===== src/rtl/piso_serializer.sv =====
// piso_serializer: parallel-in, serial-out transmitter.
//
// Accepts a WIDTH-bit word through a valid/ready load handshake and emits it
// one bit per enabled clock on q, MSB-first (drive=0) or LSB-first (drive=1).
// Bit order matches the drive encoding of the serial-in receiver.
//
// Optional feature macro: PISO_PARITY_BIT_EN
//   defined   -> an even-parity bit (XOR of the captured word) follows the
//                last data bit, so a word takes WIDTH+1 bits.
//   undefined -> WIDTH bits per word, no parity logic.
//
// Ports:
//   clk         clock, rising edge
//   rst_n       asynchronous reset, active HIGH (name kept for compatibility)
//   din         parallel word, sampled on an accepted load
//   drive       bit order, sampled with din (0 = MSB-first, 1 = LSB-first)
//   load_valid  source presents a word
//   load_ready  block can accept a word (IDLE only)
//   enable      advance one bit per clock; low stalls all state in SHIFT
//   q           serial data out
//   q_valid     q carries a data or parity bit
//   busy        high in SHIFT
//   done        one-cycle pulse after the last bit has been consumed
module piso_serializer #(
  parameter int unsigned WIDTH = 8
) (
  input  logic             clk,
  input  logic             rst_n,
  input  logic [WIDTH-1:0] din,
  input  logic             drive,
  input  logic             load_valid,
  output logic             load_ready,
  input  logic             enable,
  output logic             q,
  output logic             q_valid,
  output logic             busy,
  output logic             done
);

`ifdef PISO_PARITY_BIT_EN
  localparam int unsigned TOTAL = WIDTH + 1;
`else
  localparam int unsigned TOTAL = WIDTH;
`endif
  localparam int unsigned CW = $clog2(WIDTH + 1) + 1;

  typedef enum logic {
    IDLE  = 1'b0,
    SHIFT = 1'b1
  } state_t;

  state_t           state;
  state_t           state_nx;
  logic [WIDTH-1:0] sh;
  logic [CW-1:0]    cnt;
  logic             dir;
  logic             done_r;
  logic             accept;
  logic             step;
  logic             last;
  logic             data_bit;
`ifdef PISO_PARITY_BIT_EN
  logic             par;
`endif

  assign accept   = load_valid && (state == IDLE);
  assign step     = (state == SHIFT) && enable;
  assign last     = (cnt == CW'(TOTAL - 1));
  // The current bit always sits at the end the register shifts toward.
  assign data_bit = dir ? sh[0] : sh[WIDTH-1];

  always_ff @(posedge clk or posedge rst_n) begin
    if (rst_n) begin
      state <= IDLE;
    end else begin
      state <= state_nx;
    end
  end

  always_comb begin
    state_nx = state;
    case (state)
      IDLE:    if (load_valid)      state_nx = SHIFT;
      SHIFT:   if (enable && last)  state_nx = IDLE;
      default: state_nx = IDLE;
    endcase
  end

  always_ff @(posedge clk or posedge rst_n) begin
    if (rst_n) begin
      sh     <= '0;
      cnt    <= '0;
      dir    <= 1'b0;
      done_r <= 1'b0;
`ifdef PISO_PARITY_BIT_EN
      par    <= 1'b0;
`endif
    end else begin
      done_r <= step && last;
      if (accept) begin
        sh  <= din;
        dir <= drive;
        cnt <= '0;
`ifdef PISO_PARITY_BIT_EN
        par <= ^din;
`endif
      end else if (step && !last) begin
        cnt <= cnt + 1'b1;
        if (dir) begin
          sh <= {1'b0, sh[WIDTH-1:1]};
        end else begin
          sh <= {sh[WIDTH-2:0], 1'b0};
        end
      end
    end
  end

  always_comb begin
    load_ready = 1'b0;
    busy       = 1'b0;
    q_valid    = 1'b0;
    q          = 1'b0;
    done       = done_r;
    if (state == IDLE) begin
      load_ready = 1'b1;
    end else begin
      busy    = 1'b1;
      q_valid = 1'b1;
`ifdef PISO_PARITY_BIT_EN
      q = (cnt == CW'(WIDTH)) ? par : data_bit;
`else
      q = data_bit;
`endif
    end
  end

endmodule


===== config.mk =====
export PLATFORM = sky130hd
export DESIGN_NAME = piso_serializer
export DESIGN_NICKNAME = d
export VERILOG_FILES = /design/src/rtl/piso_serializer.sv
export SDC_FILE = /design/constraint.sdc
export NUM_CORES = 1
export LEC_CHECK = 0
export BUFFER_PORTS_ARGS = -buffer_cell sky130_fd_sc_hd__buf_2
export CORE_MARGIN = 4
export CORE_UTILIZATION = 52
export DETAILED_ROUTE_END_ITERATION = 10
export GPL_ROUTABILITY_DRIVEN = 1
export HOLD_SLACK_MARGIN = 0.12
export PLACE_DENSITY_LB_ADDON = 0.15
export REMOVE_ABC_BUFFERS = 1
export SLEW_MARGIN = 10
export SYNTH_ARGS = -nofsm -noshare
export SYNTH_HDL_FRONTEND = slang
export SYNTH_SLANG_ARGS = --single-unit

===== constraint.sdc =====
create_clock -name clk -period 1.9 [get_ports clk]
set_clock_uncertainty 0.05 [all_clocks]
set_input_delay 0.19 -clock clk [delete_from_list [all_inputs] [get_ports clk]]
set_output_delay 0.19 -clock clk [all_outputs]
set_load 0.01 [all_outputs]

==> results of run 1 <==
-- worst paths after layout --
check | from | endpoint | slack [ps] | cells past startpoint
worst max-delay path | cnt[0] | cnt[0] | 280 | 4
worst min-delay path | load_valid | state | 130 | 3
worst max register to register | cnt[0] | cnt[0] | 280 | 4
worst min register to register | cnt[4] | cnt[4] | 520 | 1
max in group asynchronous | rst_n | cnt[4] | 940 | 3
min in group asynchronous | rst_n | sh[6] | 460 | 3
-- cells by family after synthesis --
kind of cell,Yosys count,share of synthesized area [%]
DFF,16,45.13
adders and majority gates,1,1.410
AOI/OAI and AO/OA,23,18.62
and+or+nand+nor,31,19.04
xor gates and xnor gates,1,0.9875
muxes,8,9.168
buffers and inverters,9,5.641
-- metrics by stage --
step           area [um2]  hold WS (ps)
2_1_floorplan       848.3         53.74
3_3_place_gp        960.9         236.3
3_5_place_dp        960.9         247.2
4_1_cts              1084         124.4
5_1_grt              1084         129.6
6_report             1084         134.5
-- flip-flops by register name (all words and copies together), names as in the netlist --
name / cells
sh: 8
dir: 1
cnt: 5
done: 1
state: 1
-- synthesized netlist by cell type (all sizes together) --
master,instances
nand4,1
o211ai,14
nor4b,1
a22o,1
inv,3
nor2b,1
and2,1
nand4b,1
a21oi,5
a311oi,1
ha,1
nand3,3
a211o,1
nor2,3
nand2b,1
xnor2,1
mux2,1
and3,1
dfrtp,16
clkbuf,2
nand2,16
o21ai,1
and4bb,1
buf,4
nand4bb,1
mux2i,7
-- final cells by class --
cell class | instances | area [um2] | share of cell area (%)
multi-input combinational | 64 | 436.7 | 40.30
sequential | 16 | 400.4 | 36.95
timing repair buffer | 28 | 192.7 | 17.78
clock buffer | 3 | 22.52 | 2.079
tap | 16 | 20.02 | 1.848
inverter | 3 | 11.26 | 1.039
-- tightest hold or removal path, stage by stage --
cell,delay [ps]
buf_2,110
inv_1,70
a21oi_1,60
-- where the power goes --
group          internal (uW)  switching [uW]  leakage, uW
logic                    267             247     0.000273
registers                475             165     0.000205
clock network           73.6             104    0.0000138
total                    816             515     0.000492
-- metal layers --
metal / wire [um] / vias to the layer above / part of all wire (%) / track usage, %
met3: 122 / 2 / 6.5 / 3.058
met1: 880 / 358 / 47 / 25.43
met5: 0 / - / 0 / 0
met2: 854 / 23 / 45 / 25.00
met4: 19 / 0 / 1.0 / 7.109
li1: - / 378 / - / -
==> impl_metrics.py, run 1 <==
metrics = {
    "global_route": {
        "grt-ovfl-total": 0,
        "grt_pass1_wl_um": 3291,
        "grt_pass1_vias": 695,
        "grt_max_degree": 17,
        "antenna_found_initial": 0,
        "gr-usage-all-layers_pct": 17.41,
    },
    "worst_setup_path": {
        "endpoint_kind": "flip-flop",
        "slowest_delay_ps": 440,
        "worstPathMaxFanout": 8,
        "critPathKind": "reg2reg",
        "crit_required_ps": 2020,
        "worstSetupStartpointType": "flip-flop",
        "worstPathCellList": "ha_1 -> and4bb_1 -> nor2_4 -> mux2_2",
        "cp.buffers_inverters": 0,
        "crit_slowest_cell": "and4bb_1",
        "cp_top_family": "simple AND/OR/NAND/NOR gates",
        "worstPathArrival_ps": 1740,
    },
    "layout": {
        "mostFrequentLayoutCells": "buf_2 (17), dfrtp_1 (16), nand2_1 (15)",
        "final_common_cell": "buf_2",
        "n_fill_cell": 129,
        "finalNetCount": 130,
        "layout-drive-gt1-share_pct": 21.93,
        "utilization_pct": 69.50,
        "area_growth_pct": 22.14,
        "antennaDiodeCount": 0,
        "fin_cells": 130,
    },
    "yosys": {
        "syn_area_um2": 887.1,
        "synth_cell_types": 31,
        "yosys.area.top_type": "dfrtp_1",
        "syn_inst": 89,
        "ys_seq_elements": 16,
        "ys_warn_count": 0,
        "synth.top_cell.area_share_pct": 45.13,
        "synth_area_per_cell_um2": 9.967,
        "synth_top_cells_by_area": "dfrtp_1 (45%), o211ai_1 (12%), mux2i_1 (7.9%)",
        "seq_area_frac_synth_pct": 45.13,
    },
    "sta": {
        "max_freq_ghz": 0.6185,
        "setup_tns_ps": 0,
        "worst_pin_slew_ps": 613.3,
        "post-route-period-util_pct": 85.09,
        "finalSetupViolations": 0,
        "fin_ws_ps": 283.2,
        "finalHoldViolCount": 0,
        "slew_viol_final": 0,
        "slew_headroom_pct": 59.07,
        "rsz0062_at_grt": "false",
        "fin_crit_ps": 1617,
    },
    "floorplanning": {
        "rows": 14,
        "die_w_um": 49.31,
        "ioPinCount": 18,
        "placeableCoreArea_um2": 1559,
        "fp.dieArea_um2": 2431,
        "start_util_pct": 56.90,
        "die_h_um": 49.31,
    },
    "placed_design": {
        "post-place-ws_ps": 309.4,
        "detailed_place_hpwl_um": 1299,
        "numPlacedInstances": 117,
        "io_buffers": 17,
        "place.gp.congestion": 0.7525,
    },
    "power": {
        "irDropWorstVdd_v": 0.0006707,
        "power_uw": 1331,
        "leakage_uw": 0.0004917,
        "powerDensity_nw_per_um2": 1228,
    },
    "clocking": {
        "cts_resized": 0,
        "root_buffer": "clkbuf_4",
        "cts_buffer_depth": 2,
        "clk_pin_slew_worst_paths_ps": 90,
        "cts.sinks": 16,
        "post-cts-setup-buffer-count": 0,
        "cts_tree": "done",
        "cts_buffers": 3,
        "hold_buffers": 10,
        "clk_latency_ps": 280,
        "htreeDepth": 1,
    },
    "routing": {
        "drt-total-wl_um": 1877,
        "drtIter0Drc": 30,
        "wl_per_cell_um": 14.44,
        "dr.pass1.iters": 4,
        "ant_nets": 0,
        "vias": 761,
        "viasPerCell": 5.854,
        "drc_errors": 0,
    },
    "hold_path": {
        "hp-class": "in2reg",
    },
    "run": {
        "drv_cap": 0,
    },
    "status": {
        "status": "complete, no violations",
    },
}
(Power assumes the default switching activity.)
==> inputs of run 2 (changes only) <==
==> constraint.sdc (replaced) <==
create_clock -name clk -period 1.9 [get_ports clk]
set_clock_uncertainty 0.05 [all_clocks]
set_input_delay 0.285 -clock clk [delete_from_list [all_inputs] [get_ports clk]]
set_output_delay 0.285 -clock clk [all_outputs]
set_load 0.01 [all_outputs]
==> impl_metrics.py, run 2 (same netlist as run 1, synthesis figures left out) <==
metrics = {
    "layout": {
        "regMostFlops": "sh",
        "top_regs": "sh (8), cnt (5)",
        "mostFrequentLayoutCells": "buf_2 (17), dfrtp_1 (16), nand2_1 (15)",
        "layout-drive-gt1-share_pct": 25.23,
        "final_area_um2": 1015,
        "finalNetCount": 122,
        "area_growth_pct": 14.39,
        "n_fill_cell": 137,
        "final_common_cell": "buf_2",
        "antennaDiodeCount": 0,
        "largest_register_ff_count": 8,
    },
    "sta": {
        "fin_ws_ps": 302.8,
        "finalSetupViolations": 0,
        "setup_tns_ps": 0,
        "rsz0062_at_grt": "false",
        "worst_pin_slew_ps": 616.6,
        "slew_viol_final": 0,
        "post-route-period-util_pct": 84.06,
        "finalHoldViolCount": 0,
        "slew_headroom_pct": 58.85,
        "max_freq_ghz": 0.6261,
        "fin_crit_ps": 1597,
    },
    "placed_design": {
        "dpl-instance-area_um2": 968.4,
        "post-place-ws_ps": 330.5,
        "detailed_place_hpwl_um": 1331,
        "place.gp.congestion": 0.7456,
        "io_buffers": 17,
    },
    "power": {
        "comb_power_share_pct": 39.5,
        "powerDensity_nw_per_um2": 1368,
        "power.internal_uw": 858.4,
        "pwr-share-clk_pct": 16.4,
        "switching_share_pct": 38.16,
        "irDropWorstVdd_v": 0.0009044,
        "leakage_uw": 0.0004663,
        "p_switching_uw": 529.7,
        "seqPwrFrac_pct": 44.1,
    },
    "clocking": {
        "hold_buffers": 1,
        "cts_buffer_depth": 2,
        "post-cts-setup-buffer-count": 0,
        "cts_resized": 0,
        "clk_latency_ps": 290,
        "clk_pin_slew_worst_paths_ps": 100,
        "cts_buffers": 3,
        "root_buffer": "clkbuf_4",
        "htreeDepth": 1,
        "cts_tree": "done",
        "cts.sinks": 16,
    },
    "routing": {
        "drtIter0Drc": 34,
        "drt-total-wl_um": 1892,
        "wl_per_cell_um": 15.38,
        "ant_nets": 0,
        "viasPerCell": 6.008,
        "drc_errors": 0,
        "vias": 739,
        "dr.pass1.iters": 4,
    },
    "worst_setup_path": {
        "worstPathCellList": "ha_1 -> and4bb_1 -> nor2_4 -> a311oi_1",
        "slowest_delay_ps": 440,
        "reg2reg_from": "cnt[0]",
        "worstPathArrival_ps": 1730,
        "worstSetupStartpointType": "flip-flop",
        "reg2reg_to": "cnt[2]",
        "endpoint_kind": "flip-flop",
        "cp.buffers_inverters": 0,
        "r2r_cells": 4,
        "crit_slowest_cell": "and4bb_1",
        "startpoint": "cnt[0]",
        "cp.depth": 4,
        "r2r_slack_ps": 300,
        "cp_top_family": "simple AND/OR/NAND/NOR gates",
        "worstPathMaxFanout": 8,
        "critPathKind": "reg2reg",
        "crit_required_ps": 2040,
    },
    "floorplanning": {
        "start_util_pct": 56.90,
        "placeableCoreArea_um2": 1559,
        "die_h_um": 49.31,
        "ioPinCount": 18,
        "die_w_um": 49.31,
        "rows": 14,
        "fp.dieArea_um2": 2431,
    },
    "hold_path": {
        "worstHoldStart": "drive",
        "min_to": "dir",
        "whs_path_depth": 3,
        "hp-class": "in2reg",
    },
    "run": {
        "drv_cap": 0,
    },
    "global_route": {
        "grt_pass1_wl_um": 3215,
        "grt-ovfl-total": 0,
        "antenna_found_initial": 0,
        "grt_max_degree": 17,
        "grt_pass1_vias": 692,
        "gr-usage-all-layers_pct": 17.06,
    },
    "status": {
        "status": "complete, no violations",
    },
}
[run 2: cell types whose count changed in the layout (fill, tap and decap cells not counted), sizes merged]
cell,delta
dlygate4sd3,-9
clkbuf,+1
buf,+1
[run 2: final cells by class]
cell class | count | area, um2 | area share, %
multi-input combinational | 64 | 436.7 | 43.03
sequential | 16 | 400.4 | 39.46
tap | 16 | 20.02 | 1.973
clock buffer | 4 | 36.28 | 3.576
timing repair buffer | 20 | 110.1 | 10.85
inverter | 3 | 11.26 | 1.110
[run 2: worst max-delay path by stage]
stage                         to
final                     cnt[2]
after global routing      cnt[2]
after CTS                 cnt[2]
after detailed placement  cnt[2]
after global placement    cnt[0]
after floorplan           cnt[4]
[run 2: routing by layer]
metal  share of wire, %  track usage (%)
met1                 45            22.29
met2                 48            26.79
met3                6.0            3.976
met4                1.0            7.109
met5                  0                0
[run 2: tightest hold or removal path, stage by stage]
cell and delay [ps]:
buf_2 70, nand2_1 40, nand2_1 50
[run 2: power by group through the flow]
stage               Sequential (uW)  Combinational, uW  Clock (uW)
floorplan                       609                383           0
global placement                608                532           0
detailed placement              614                549           0
CTS                             607                553         231
global route                    628                607         250
finish                          612                549         228
[run 2: metrics by stage]
step / power (uW) / util, % / std cells / hold slack, ps
after floorplan: 991.6 / - / 83 / 148.7
after global placement: 1140 / 62.12 / 118 / 333.6
final: 1388 / 65.09 / 123 / 133.2
after detailed placement: 1163 / 62.12 / 118 / 345.2
after CTS: 1391 / 65.09 / 123 / 124.0
after global routing: 1485 / 65.09 / 123 / 125.9
